`config.mk`:
```
export PLATFORM = sky130hd
export DESIGN_NAME = sliding_window_gen
export DESIGN_NICKNAME = d
export VERILOG_FILES = /design/src/rtl/window_pkg.sv /design/src/rtl/line_mem.sv /design/src/rtl/sliding_window_gen.sv
export SDC_FILE = /design/constraint.sdc
export NUM_CORES = 2
export LEC_CHECK = 0
export BUFFER_PORTS_ARGS = -buffer_cell sky130_fd_sc_hd__buf_2
export CORE_ASPECT_RATIO = 1.2
export CORE_UTILIZATION = 62
export DETAILED_ROUTE_END_ITERATION = 12
export GPL_TIMING_DRIVEN = 0
export HOLD_SLACK_MARGIN = 0.02
export PLACE_DENSITY = 0.78
export SLEW_MARGIN = 20
export SYNTH_ARGS = -nofsm -noshare
export SYNTH_HDL_FRONTEND = slang
export SYNTH_HIERARCHICAL = 1
export SYNTH_SLANG_ARGS = --single-unit
```
`constraint.sdc`:
```
create_clock -name clk -period 13.05 [get_ports clk]
set_input_delay 3.915 -clock clk [delete_from_list [all_inputs] [get_ports clk]]
set_output_delay 3.915 -clock clk [all_outputs]
set_load 0.05 [all_outputs]
```
`src/rtl/window_pkg.sv`:
```
// Shared types and sizing helpers for the KxK sliding-window generator.
package window_pkg;

  localparam int BORDER_REPLICATE = 0;
  localparam int BORDER_ZERO      = 1;

  typedef enum logic [1:0] {IDLE, RUN, DRAIN, FLUSH} state_t;

  // Bits needed to count 0..n-1; never less than one bit.
  function automatic int cnt_w(input int n);
    return (n < 2) ? 1 : $clog2(n);
  endfunction

endpackage

```
`src/rtl/line_mem.sv`:
```
// 1W1R line memory with registered read data; contents are never reset.
module line_mem
  import window_pkg::*;
#(
  parameter int DEPTH  = 128,
  parameter int DATA_W = 8,
  localparam int AW    = cnt_w(DEPTH)
) (
  input  logic              clk,
  input  logic              we,
  input  logic [AW-1:0]     waddr,
  input  logic [DATA_W-1:0] wdata,
  input  logic              re,
  input  logic [AW-1:0]     raddr,
  output logic [DATA_W-1:0] rdata
);

  logic [DATA_W-1:0] mem [DEPTH];

  always_ff @(posedge clk) begin
    if (we) mem[waddr] <= wdata;
    if (re) rdata <= mem[raddr];
  end

endmodule

```
`src/rtl/sliding_window_gen.sv`:
```
// Raster pixel stream in, one centred KxK window per pixel out. Row drain and
// frame flush pad steps are generated internally; borders are replicate or zero.
module sliding_window_gen
  import window_pkg::*;
#(
  parameter int DATA_W = 8,
  parameter int IMG_W  = 128,
  parameter int IMG_H  = 128,
  parameter int K      = 3,
  parameter int BORDER = 0
) (
  input  logic                  clk,
  input  logic                  xrst,
  input  logic                  s_valid,
  output logic                  s_ready,
  input  logic [DATA_W-1:0]     s_data,
  input  logic                  s_sof,
  output logic                  m_valid,
  input  logic                  m_ready,
  output logic [K*K*DATA_W-1:0] m_window,
  output logic                  m_sof,
  output logic                  m_eol,
  output logic                  m_eof
);

  localparam int R  = (K - 1) / 2;
  localparam int CW = cnt_w(IMG_W + R);
  localparam int RW = cnt_w(IMG_H + R);
  localparam int AW = cnt_w(IMG_W);
  localparam bit ZERO_PAD = (BORDER == BORDER_ZERO);

  localparam logic [CW-1:0] COL_R       = CW'(R);
  localparam logic [CW-1:0] COL_W       = CW'(IMG_W);
  localparam logic [CW-1:0] COL_LAST_PX = CW'(IMG_W - 1);
  localparam logic [CW-1:0] COL_LAST    = CW'(IMG_W + R - 1);
  localparam logic [RW-1:0] ROW_R       = RW'(R);
  localparam logic [RW-1:0] ROW_LAST_PX = RW'(IMG_H - 1);
  localparam logic [RW-1:0] ROW_LAST    = RW'(IMG_H + R - 1);

  typedef logic [K-1:0][DATA_W-1:0] col_t;   // one window column, [row]

  state_t                        state;
  logic [CW-1:0]                 col;
  logic [RW-1:0]                 row;
  logic [K-2:0][K-1:0][DATA_W-1:0] sh;       // last K-1 border-fixed columns

  logic          out_free, s_acc, start, step_en, pad_col, emit;
  logic [CW-1:0] sj;
  logic [RW-1:0] si;
  logic [DATA_W-1:0] cur;
  logic [K-2:0][DATA_W-1:0] lm_q, lm_wdata;
  logic          mem_we, mem_re;
  logic [AW-1:0] mem_waddr, mem_raddr;
  col_t          raw, vcol, newcol, top_v, bot_v, left_v;
  logic [K-1:0][K-1:0][DATA_W-1:0] wcol, win;
  logic [K*K*DATA_W-1:0] win_flat;
  logic          f_sof, f_eol, f_eof;

  assign out_free = !m_valid || m_ready;
  assign s_ready  = !xrst && (state == IDLE || state == RUN) && out_free;
  assign s_acc    = s_valid && s_ready;
  assign start    = s_acc && s_sof;

  // An accepted s_sof restarts the grid at (0,0) regardless of position.
  always_comb begin
    step_en = 1'b0;
    case (state)
      IDLE:         step_en = start;
      RUN:          step_en = s_acc;
      DRAIN, FLUSH: step_en = out_free;
      default:      step_en = 1'b0;
    endcase
  end

  assign si      = start ? '0 : row;
  assign sj      = start ? '0 : col;
  assign pad_col = (sj >= COL_W);
  assign cur     = (state == FLUSH) ? '0 : s_data;

  // Line memories chain rows: lm[0] holds row i-1, lm[k] holds row i-1-k.
  // Reads prefetch the next column so data is ready when that step executes.
  assign mem_we    = step_en && !pad_col;
  assign mem_re    = step_en && !pad_col;
  assign mem_waddr = AW'(sj);
  assign mem_raddr = (sj == COL_LAST_PX) ? '0 : AW'(sj + 1'b1);

  always_comb begin
    lm_wdata[0] = cur;
    for (int k = 1; k < K - 1; k++) lm_wdata[k] = lm_q[k-1];
  end

  for (genvar k = 0; k < K - 1; k++) begin : g_lm
    line_mem #(.DEPTH(IMG_W), .DATA_W(DATA_W)) u_lm (
      .clk   (clk),
      .we    (mem_we),
      .waddr (mem_waddr),
      .wdata (lm_wdata[k]),
      .re    (mem_re),
      .raddr (mem_raddr),
      .rdata (lm_q[k])
    );
  end

  always_comb begin
    int ii, jj, r, c;
    ii = int'(si);
    jj = int'(sj);
    for (int a = 0; a < K - 1; a++) raw[a] = lm_q[K-2-a];
    raw[K-1] = cur;

    // Rows above row 0 never come from memory, so stale rows after an abort
    // are masked; rows past the last row use the last real row.
    top_v = '0;
    bot_v = '0;
    for (int s = 0; s < K; s++) begin
      if (s == K - 1 - ii)         top_v[0] = raw[s];
      if (s == IMG_H + K - 2 - ii) bot_v[0] = raw[s];
    end
    for (int a = 0; a < K; a++) begin
      r = ii - (K - 1) + a;
      if (r < 0)           vcol[a] = ZERO_PAD ? '0 : top_v[0];
      else if (r >= IMG_H) vcol[a] = ZERO_PAD ? '0 : bot_v[0];
      else                 vcol[a] = raw[a];
    end

    // Right edge: pad columns repeat the newest column (or zero).
    newcol = pad_col ? (ZERO_PAD ? '0 : col_t'(sh[K-2])) : vcol;
    for (int p = 0; p < K - 1; p++) wcol[p] = sh[p];
    wcol[K-1] = newcol;

    // Left edge: columns left of column 0 hold previous-row data.
    left_v = '0;
    for (int p = 0; p < K; p++)
      if (p == K - 1 - jj) left_v = wcol[p];
    for (int p = 0; p < K; p++) begin
      c = jj - (K - 1) + p;
      win[p] = (c < 0) ? (ZERO_PAD ? '0 : left_v) : wcol[p];
    end

    win_flat = '0;
    for (int a = 0; a < K; a++)
      for (int b = 0; b < K; b++)
        win_flat[(a*K+b)*DATA_W +: DATA_W] = win[b][a];
  end

  assign emit  = (si >= ROW_R) && (sj >= COL_R);
  assign f_sof = (si == ROW_R) && (sj == COL_R);
  assign f_eol = (sj == COL_LAST);
  assign f_eof = f_eol && (si == ROW_LAST);

  always_ff @(posedge clk or posedge xrst) begin
    if (xrst) begin
      state    <= IDLE;
      col      <= '0;
      row      <= '0;
      sh       <= '0;
      m_valid  <= 1'b0;
      m_sof    <= 1'b0;
      m_eol    <= 1'b0;
      m_eof    <= 1'b0;
      m_window <= '0;
    end else if (step_en) begin
      sh      <= wcol[K-1:1];
      m_valid <= emit;
      if (emit) begin
        m_window <= win_flat;
        m_sof    <= f_sof;
        m_eol    <= f_eol;
        m_eof    <= f_eof;
      end
      case (state)
        IDLE: begin
          state <= RUN;
          col   <= CW'(1);
          row   <= '0;
        end
        RUN: begin
          if (start) begin
            col <= CW'(1);
            row <= '0;
          end else begin
            col <= col + 1'b1;
            if (col == COL_LAST_PX) state <= DRAIN;
          end
        end
        DRAIN: begin
          if (col == COL_LAST) begin
            col   <= '0;
            row   <= row + 1'b1;
            state <= (row == ROW_LAST_PX) ? FLUSH : RUN;
          end else begin
            col <= col + 1'b1;
          end
        end
        FLUSH: begin
          if (col == COL_LAST) begin
            col <= '0;
            if (row == ROW_LAST) begin
              row   <= '0;
              state <= IDLE;
            end else begin
              row <= row + 1'b1;
            end
          end else begin
            col <= col + 1'b1;
          end
        end
        default: state <= IDLE;
      endcase
    end else if (out_free) begin
      m_valid <= 1'b0;
    end
  end

endmodule

```
# Yosys cells after proc, flatten, opt, wreduce, memory -nomap -nowiden
# Memories as Yosys holds them, arrays and structs flattened. A register that Yosys moved wholly into a read port is not among the register bits.
# Index checks and enable logic that the tools add are counted.
# word_totals
ram_bits	2048
elab_cells	127
memories	2
out_inout_bits	77
ff_bits	142
input_bits	13
# classes
n_eq_ne	23
n_addsub	12
order_cmp	12
mux	42
n_reduce_logical	22
# memory_table
name	depth	word_bits	rd	rd_ports_with_merged_regs	wr	line	rtl
g_lm[0].u_lm.mem	128	8	1	1	1	line_mem.sv:18	logic [DATA_W-1:0] mem [DEPTH];
g_lm[1].u_lm.mem	128	8	1	1	1	line_mem.sv:18	
# op_table
op	n
24-bit 2-to-1 mux	7
8-bit 2-to-1 mux	20
32-bit zero test	3
32-bit by 1-bit < comparator with 1-bit output (second input constant)	2
8-bit == test (second input constant)	4
32-bit by 9-bit greater-or-equal comparator with 1-bit output (second input constant)	1
8-bit case mux with 4 select lines	1
2-bit by 9-bit == test with 1-bit output (first input constant)	3
3-bit by 9-bit == test with 1-bit output (first input constant)	3
8-bit by 7-bit == test with 1-bit output (second input constant)	3
8-bit case mux with 3 select lines	1
9-bit by 2-bit adder with 10-bit output (second input constant)	2
9-bit by 3-bit adder with 10-bit output (second input constant)	2
10-bit by 1-bit < comparator with 1-bit output (second input constant)	2
9-bit by 1-bit < comparator with 1-bit output (second input constant)	2
2-bit by 8-bit subtractor with 9-bit output (first input constant)	2
8-bit by 2-bit subtractor with 9-bit output (second input constant)	2
8-bit by 1-bit adder with 8-bit output (second input constant)	2
8-bit by 1-bit == test with 1-bit output (second input constant)	2
8-bit by 1-bit greater-or-equal comparator with 1-bit output (second input constant)	2
2-bit 2-to-1 mux	6
10-bit by 9-bit greater-or-equal comparator with 1-bit output (second input constant)	1
9-bit greater-or-equal comparator (second input constant)	1
8-bit by 8-bit subtractor with 9-bit output (first input constant)	1
other kinds (19)	36

# Logic depth before layout (Yosys ltp)
# logic_depth
depth_word	17
ltp_mapped	20
mapped_depth_nobuf	14

# By module
# Netlist, hierarchy kept.
# by_module_without_submodules
mod	cells_each	instances	seq_area_each_um2	area_per_inst_um2
line_mem	1635	2	30989.7	39745.6
sliding_window_gen	1031	1	3553.4	8435.6

# Worst setup path before layout
# No wires, ideal clock.
# synth_timing
path_kind	input to register
startpoint	in s_data[4]
endpoint	reg m_window[52]
arrival_ns	10.576
setup_slack_ns	2.396
required_time_ns	12.972
setup_ns	0.078
stages	9
path_buffers	0
path_cell_list	a21boi_0 > mux2i_1 > o2bb2ai_1 > nand4_1 > a21oi_1 > a211o_1 > a21o_1 > a31oi_1 > a21oi_1
# synth_between
elab_chain_cells	7
word_cells_on_any_way	8
cone_classes	8 x mux
# synth_lines
element	line	rtl
from (decl)	sliding_window_gen.sv:16	input logic [DATA_W-1:0] s_data,
8-bit 2-to-1 mux (*)	sliding_window_gen.sv:78	assign cur = (state == FLUSH) ? '0 : s_data;
8-bit 2-to-1 mux	sliding_window_gen.sv:117	if (s == IMG_H + K - 2 - ii) bot_v[0] = raw[s];
8-bit 2-to-1 mux	sliding_window_gen.sv:122	else if (r >= IMG_H) vcol[a] = ZERO_PAD ? '0 : bot_v[0];
8-bit 2-to-1 mux (*)	sliding_window_gen.sv:121	if (r < 0) vcol[a] = ZERO_PAD ? '0 : top_v[0];
24-bit 2-to-1 mux (*)	sliding_window_gen.sv:127	newcol = pad_col ? (ZERO_PAD ? '0 : col_t'(sh[K-2])) : vcol;
24-bit 2-to-1 mux (*)	sliding_window_gen.sv:134	if (p == K - 1 - jj) left_v = wcol[p];
24-bit 2-to-1 mux (*)	sliding_window_gen.sv:137	win[p] = (c < 0) ? (ZERO_PAD ? '0 : left_v) : wcol[p];
to (signal assigned)	sliding_window_gen.sv:166	m_window <= win_flat;
to (decl)	sliding_window_gen.sv:20	output logic [K*K*DATA_W-1:0] m_window,
# Every way passes the cells marked *; elsewhere a longest branch is shown, timed or not.
# A chain may end at the register's enable or synchronous reset.

# Final worst setup path
# layout_timing
startpoint	in m_ready
endpoint	reg g_lm[0].u_lm.rdata[0] (read register of g_lm[0].u_lm.mem), data pin
# layout_between
word_cells_on_any_way	12
cone_classes	1 x add/sub; 1 x order compare; 1 x eq/ne; 3 x mux; 6 x reduce/logical
# layout_lines
element	line	rtl
from (decl)	sliding_window_gen.sv:19	input logic m_ready,
1-bit logical OR (*)	sliding_window_gen.sv:59	assign out_free = !m_valid || m_ready;
1-bit logical AND (*)	sliding_window_gen.sv:60	assign s_ready = !xrst && (state == IDLE || state == RUN) && out_free;
1-bit logical AND (*)	sliding_window_gen.sv:61	assign s_acc = s_valid && s_ready;
1-bit logical AND (*)	sliding_window_gen.sv:62	assign start = s_acc && s_sof;
8-bit 2-to-1 mux (*)	sliding_window_gen.sv:76	assign sj = start ? '0 : col;
net sj[1]	sliding_window_gen.sv:48	logic [CW-1:0] sj;
7-bit by 1-bit adder with 7-bit output / 8-bit by 7-bit == test with 1-bit output (equally long branches)	sliding_window_gen.sv:85	assign mem_raddr = (sj == COL_LAST_PX) ? '0 : AW'(sj + 1'b1);
7-bit 2-to-1 mux (*)	sliding_window_gen.sv:85	
net mem_raddr[2]	sliding_window_gen.sv:53	logic [AW-1:0] mem_waddr, mem_raddr;
to (decl)	line_mem.sv:15	output logic [DATA_W-1:0] rdata
# The timed path passes the listed nets; every way through them passes the cells marked *.

==> flow_summary_export.csv <==
group,metric,value,unit
layout,fin_util,69.8,%
sta,worst_pin_slew,1190,ps
sta,setup_viol,0,
synthesis,ys_types,77,
power,p_seq_share,39.6,%
layout,final_common_cell,"edfxtp_1",
synthesis,netlist_area,87900,um2
critical_path,crit_buf_inv,8,
synthesis,synth-xor-area-share,0.139,%
layout,layout-drive-gt1-share,26.4,%
synthesis,yosys.area_share.adder,0.185,%
power,p_int,14.8,mW
critical_path,startpoint_type,"input pin",
layout,area.growth.synth_to_final,12.0,%
critical_path,worstPathArrival,10890,ps
synthesis,synth_edf_count,2064,
power,p_comb_share,35.3,%
status,outcome,"completed",
cts,ctsHoldBuffers,0,
power,vdd.ir_drop.worst,0.000194,V
layout,final_cell_mix,"edfxtp_1 (2064), mux4_2 (672), nor2_1 (327)",
synthesis,synth_top_family_by_area,"multiplexers",
layout,final.fill_count,8197,
synthesis,synth_area_per_cell,20.4,um2
sta,rsz0062_at_grt,"false",
synthesis,synthMuxAreaShare,17.6,%
synthesis,ys_ff_latch,2206,
power,p_leak,31.4,nW
synthesis,synthCells,4301,
cts,clk_latency,840,ps
floorplan,die_x,346,um
layout,area.sequential,65500,um2
synthesis,synthTopCellsByArea,"edfxtp_1 (70%), mux4_2 (17%), dfrtp_1 (4.0%)",
synthesis,synth_top_cell_by_area,"edfxtp_1",
route,drtPass1Iterations,6,
power,pwr-share-clk,25.1,%
synthesis,seq_area_frac_synth,74.5,%
floorplan,initial_core_util,62.4,%
synthesis,synthSimpleGateAreaFrac,3.82,%
floorplan,core,141000,um2
cts,tritoncts,"yes",
power,power,22.6,mW
global_routing,antenna_found_initial,7,
route,routed_wl,238000,um
placement,hpwl,155000,um
cts,htree_levels,4,
sta,slew_violations,0,
flow_run,maxCapViolCount,0,
critical_path,crit_chain,"buf_2, nor2b_1, clkbuf_1, or3_1, clkbuf_1, clkbuf_1, nand2_1, inv_1, ha_1, xor2_2, buf_6, clkbuf_1, clkbuf_1, mux4_2, mux4_2, mux4_2, mux2_2",
critical_path,critPathTopFamily,"buffers and inverters",
floorplan,fp-row-count,151,
placement,gp_congestion,0.972,
cts,numCtsBuffers,198,
route,via_per_inst,7.03,
route,drc,0,
min_path,min_path_type,"reg2reg",
critical_path,path_max_fanout,10,
synthesis,syn_nets,4327,
floorplan,die_height,415,um
route,drt_iter0_drc,6426,
cts,ctsResizeCount,0,
global_routing,grt_overflow,0,
cts,path_clk_slew,60,ps
cts,cts_buffer_depth,3,
critical_path,critPathMostFrequentCell,"clkbuf_1",
sta,finalHoldViolCount,0,
synthesis,yosysTopAreaCellShare,70.5,%
critical_path,cp_data_required_time,13600,ps
power,p_switching,7.78,mW
power,switching_share,34.4,%
critical_path,crit_type,"in2reg",
synthesis,async_flop_share,6.44,%
synthesis,synth-main-ff-cell,"edfxtp_1",
critical_path,critPathCaptureType,"register",
floorplan,dieArea,143000,um2
global_routing,grt_pass1_vias,47551,
cts,cts-root-buf,"clkbuf_16",
placement,io_buffers,89,
critical_path,critical_path.max_stage_delay,930,ps
power,powerDensity,230,nW/um2
global_routing,grt_max_degree,103,
cts,cts_setup_buffers,0,
route,via_count,46810,
sta,finalCritPeriodShare,79.3,%
sta,min_period,10340,ps
sta,max_slew_margin,20.3,%
synthesis,yosysWarnings,6,
cts,clock_sinks,2206,
global_routing,grt_pass1_wl,339000,um
global_routing,grtUsageTotal,33.7,%
synthesis,synth-compound-area-share,2.34,%
placement,placed_cell_area,92200,um2
route,ant_nets,0,
sta,fin_skew,36.6,ps
layout,multi_input_area,21300,um2
floorplan,io_pins,90,
route,routedWlPerCell,35.7,um
layout,design_area,98400,um2
layout,fin_nets,4685,
sta,fmax,96.7,MHz
critical_path,cp_slowest_cell,"clkbuf_1",
sta,whs,477,ps
-- per-stage QoR --
step | setup WS [ps] | setup TNS (ps) | cells
3_3_place_gp | -4200 | -1839390 | 6226
6_report | 2710 | 0 | 6659
5_1_grt | 2620 | 0 | 6655
2_1_floorplan | 2400 | 0 | 4301
3_5_place_dp | 2100 | 0 | 6295
4_1_cts | 2930 | 0 | 6655
-- power groups by stage --
stage,registers (mW),clock network (mW),logic [mW]
CTS,8.94,5.73,7.84
global placement,9.73,0,6.75
global route,8.97,5.97,8.19
finish,8.96,5.68,7.99
floorplan,9.67,0,4.15
detailed placement,9.08,0,7.72
-- metal layers --
layer | routed length [um] | GRT usage [%] | vias up | part of all wire (%)
li1 | - | - | 18464 | -
met1 | 75300 | 39.6 | 24251 | 32
met2 | 118000 | 55.2 | 3271 | 50
met3 | 23900 | 7.66 | 816 | 10
met4 | 20700 | 24.4 | 8 | 8.7
met5 | 45 | 0 | - | 0.019
-- path summary, 6_finish.rpt --
check / slack [ps] / cells after the start / from / endpoint
worst max-delay path: 2710 / 17 / m_ready / g_lm[0].u_lm/rdata[0]
worst min-delay path: 480 / 1 / m_window[46] / m_window[46]
worst max register to register: 5400 / 16 / m_valid / g_lm[0].u_lm/rdata[0]
worst min register to register: 480 / 1 / m_window[46] / m_window[46]
max in group asynchronous: 9120 / 3 / xrst / sh[40]
min in group asynchronous: 3110 / 2 / xrst / row[3]
-- synthesized netlist by cell type (4+ instances only) --
| master | count |
|---|---|
| o22ai_1 | 7 |
| nand2_1 | 254 |
| a22o_1 | 6 |
| a22oi_1 | 11 |
| nor3b_1 | 4 |
| a21oi_1 | 82 |
| nor2b_1 | 17 |
| mux2i_1 | 13 |
| or3_1 | 12 |
| buf_1 | 41 |
| nor3_1 | 29 |
| xor2_1 | 6 |
| nand4_1 | 12 |
| o31ai_1 | 10 |
| a21o_1 | 10 |
| ha_1 | 13 |
| clkbuf_1 | 140 |
| nand3_1 | 51 |
| nor2_1 | 328 |
| and2_1 | 15 |
| a31oi_1 | 34 |
| o21ai_0 | 67 |
| o221ai_1 | 7 |
| edfxtp_1 | 2064 |
| a221o_1 | 4 |
| dfrtp_1 | 142 |
| mux4_2 | 672 |
| mux2_2 | 22 |
| o21ai_1 | 5 |
| o211ai_1 | 6 |
| xnor2_1 | 8 |
| a211oi_1 | 7 |
| buf_4 | 23 |
| a221oi_1 | 18 |
| a2bb2oi_1 | 11 |
| nand2b_1 | 7 |
| buf_2 | 43 |
| and3_1 | 21 |
| or2_2 | 4 |
| inv_1 | 18 |
-- layout make-up --
| cell class | instances | share of cell area [%] |
|---|---|---|
| inverters | 19 | 0.0953 |
| multi-input cells | 1825 | 21.7 |
| flip-flops and latches | 2206 | 66.6 |
| diodes | 4 | 0.0102 |
| well taps | 1836 | 2.33 |
| plain buffers | 251 | 1.16 |
| clock buffers | 245 | 5.33 |
| clock inverters | 115 | 1.04 |
| repair buffers | 158 | 1.78 |
-- cell families after synthesis --
family,count (synthesis)
multiplexers,707
buffers and inverters,270
AND/OR/NAND/NOR,775
adder cells (fa/ha/maj),13
flip-flops,2206
XOR/XNOR,14
AO/OA/AOI/OAI,316
-- state kept, by name (all words and copies together), names as in the netlist --
name / count
state: 2
col: 8
g_lm.u_lm/mem: 2048
m_eol: 1
m_valid: 1
m_sof: 1
g_lm.u_lm/rdata: 16
row: 8
sh: 48
m_eof: 1
m_window: 72
(Power assumes the default switching activity.)
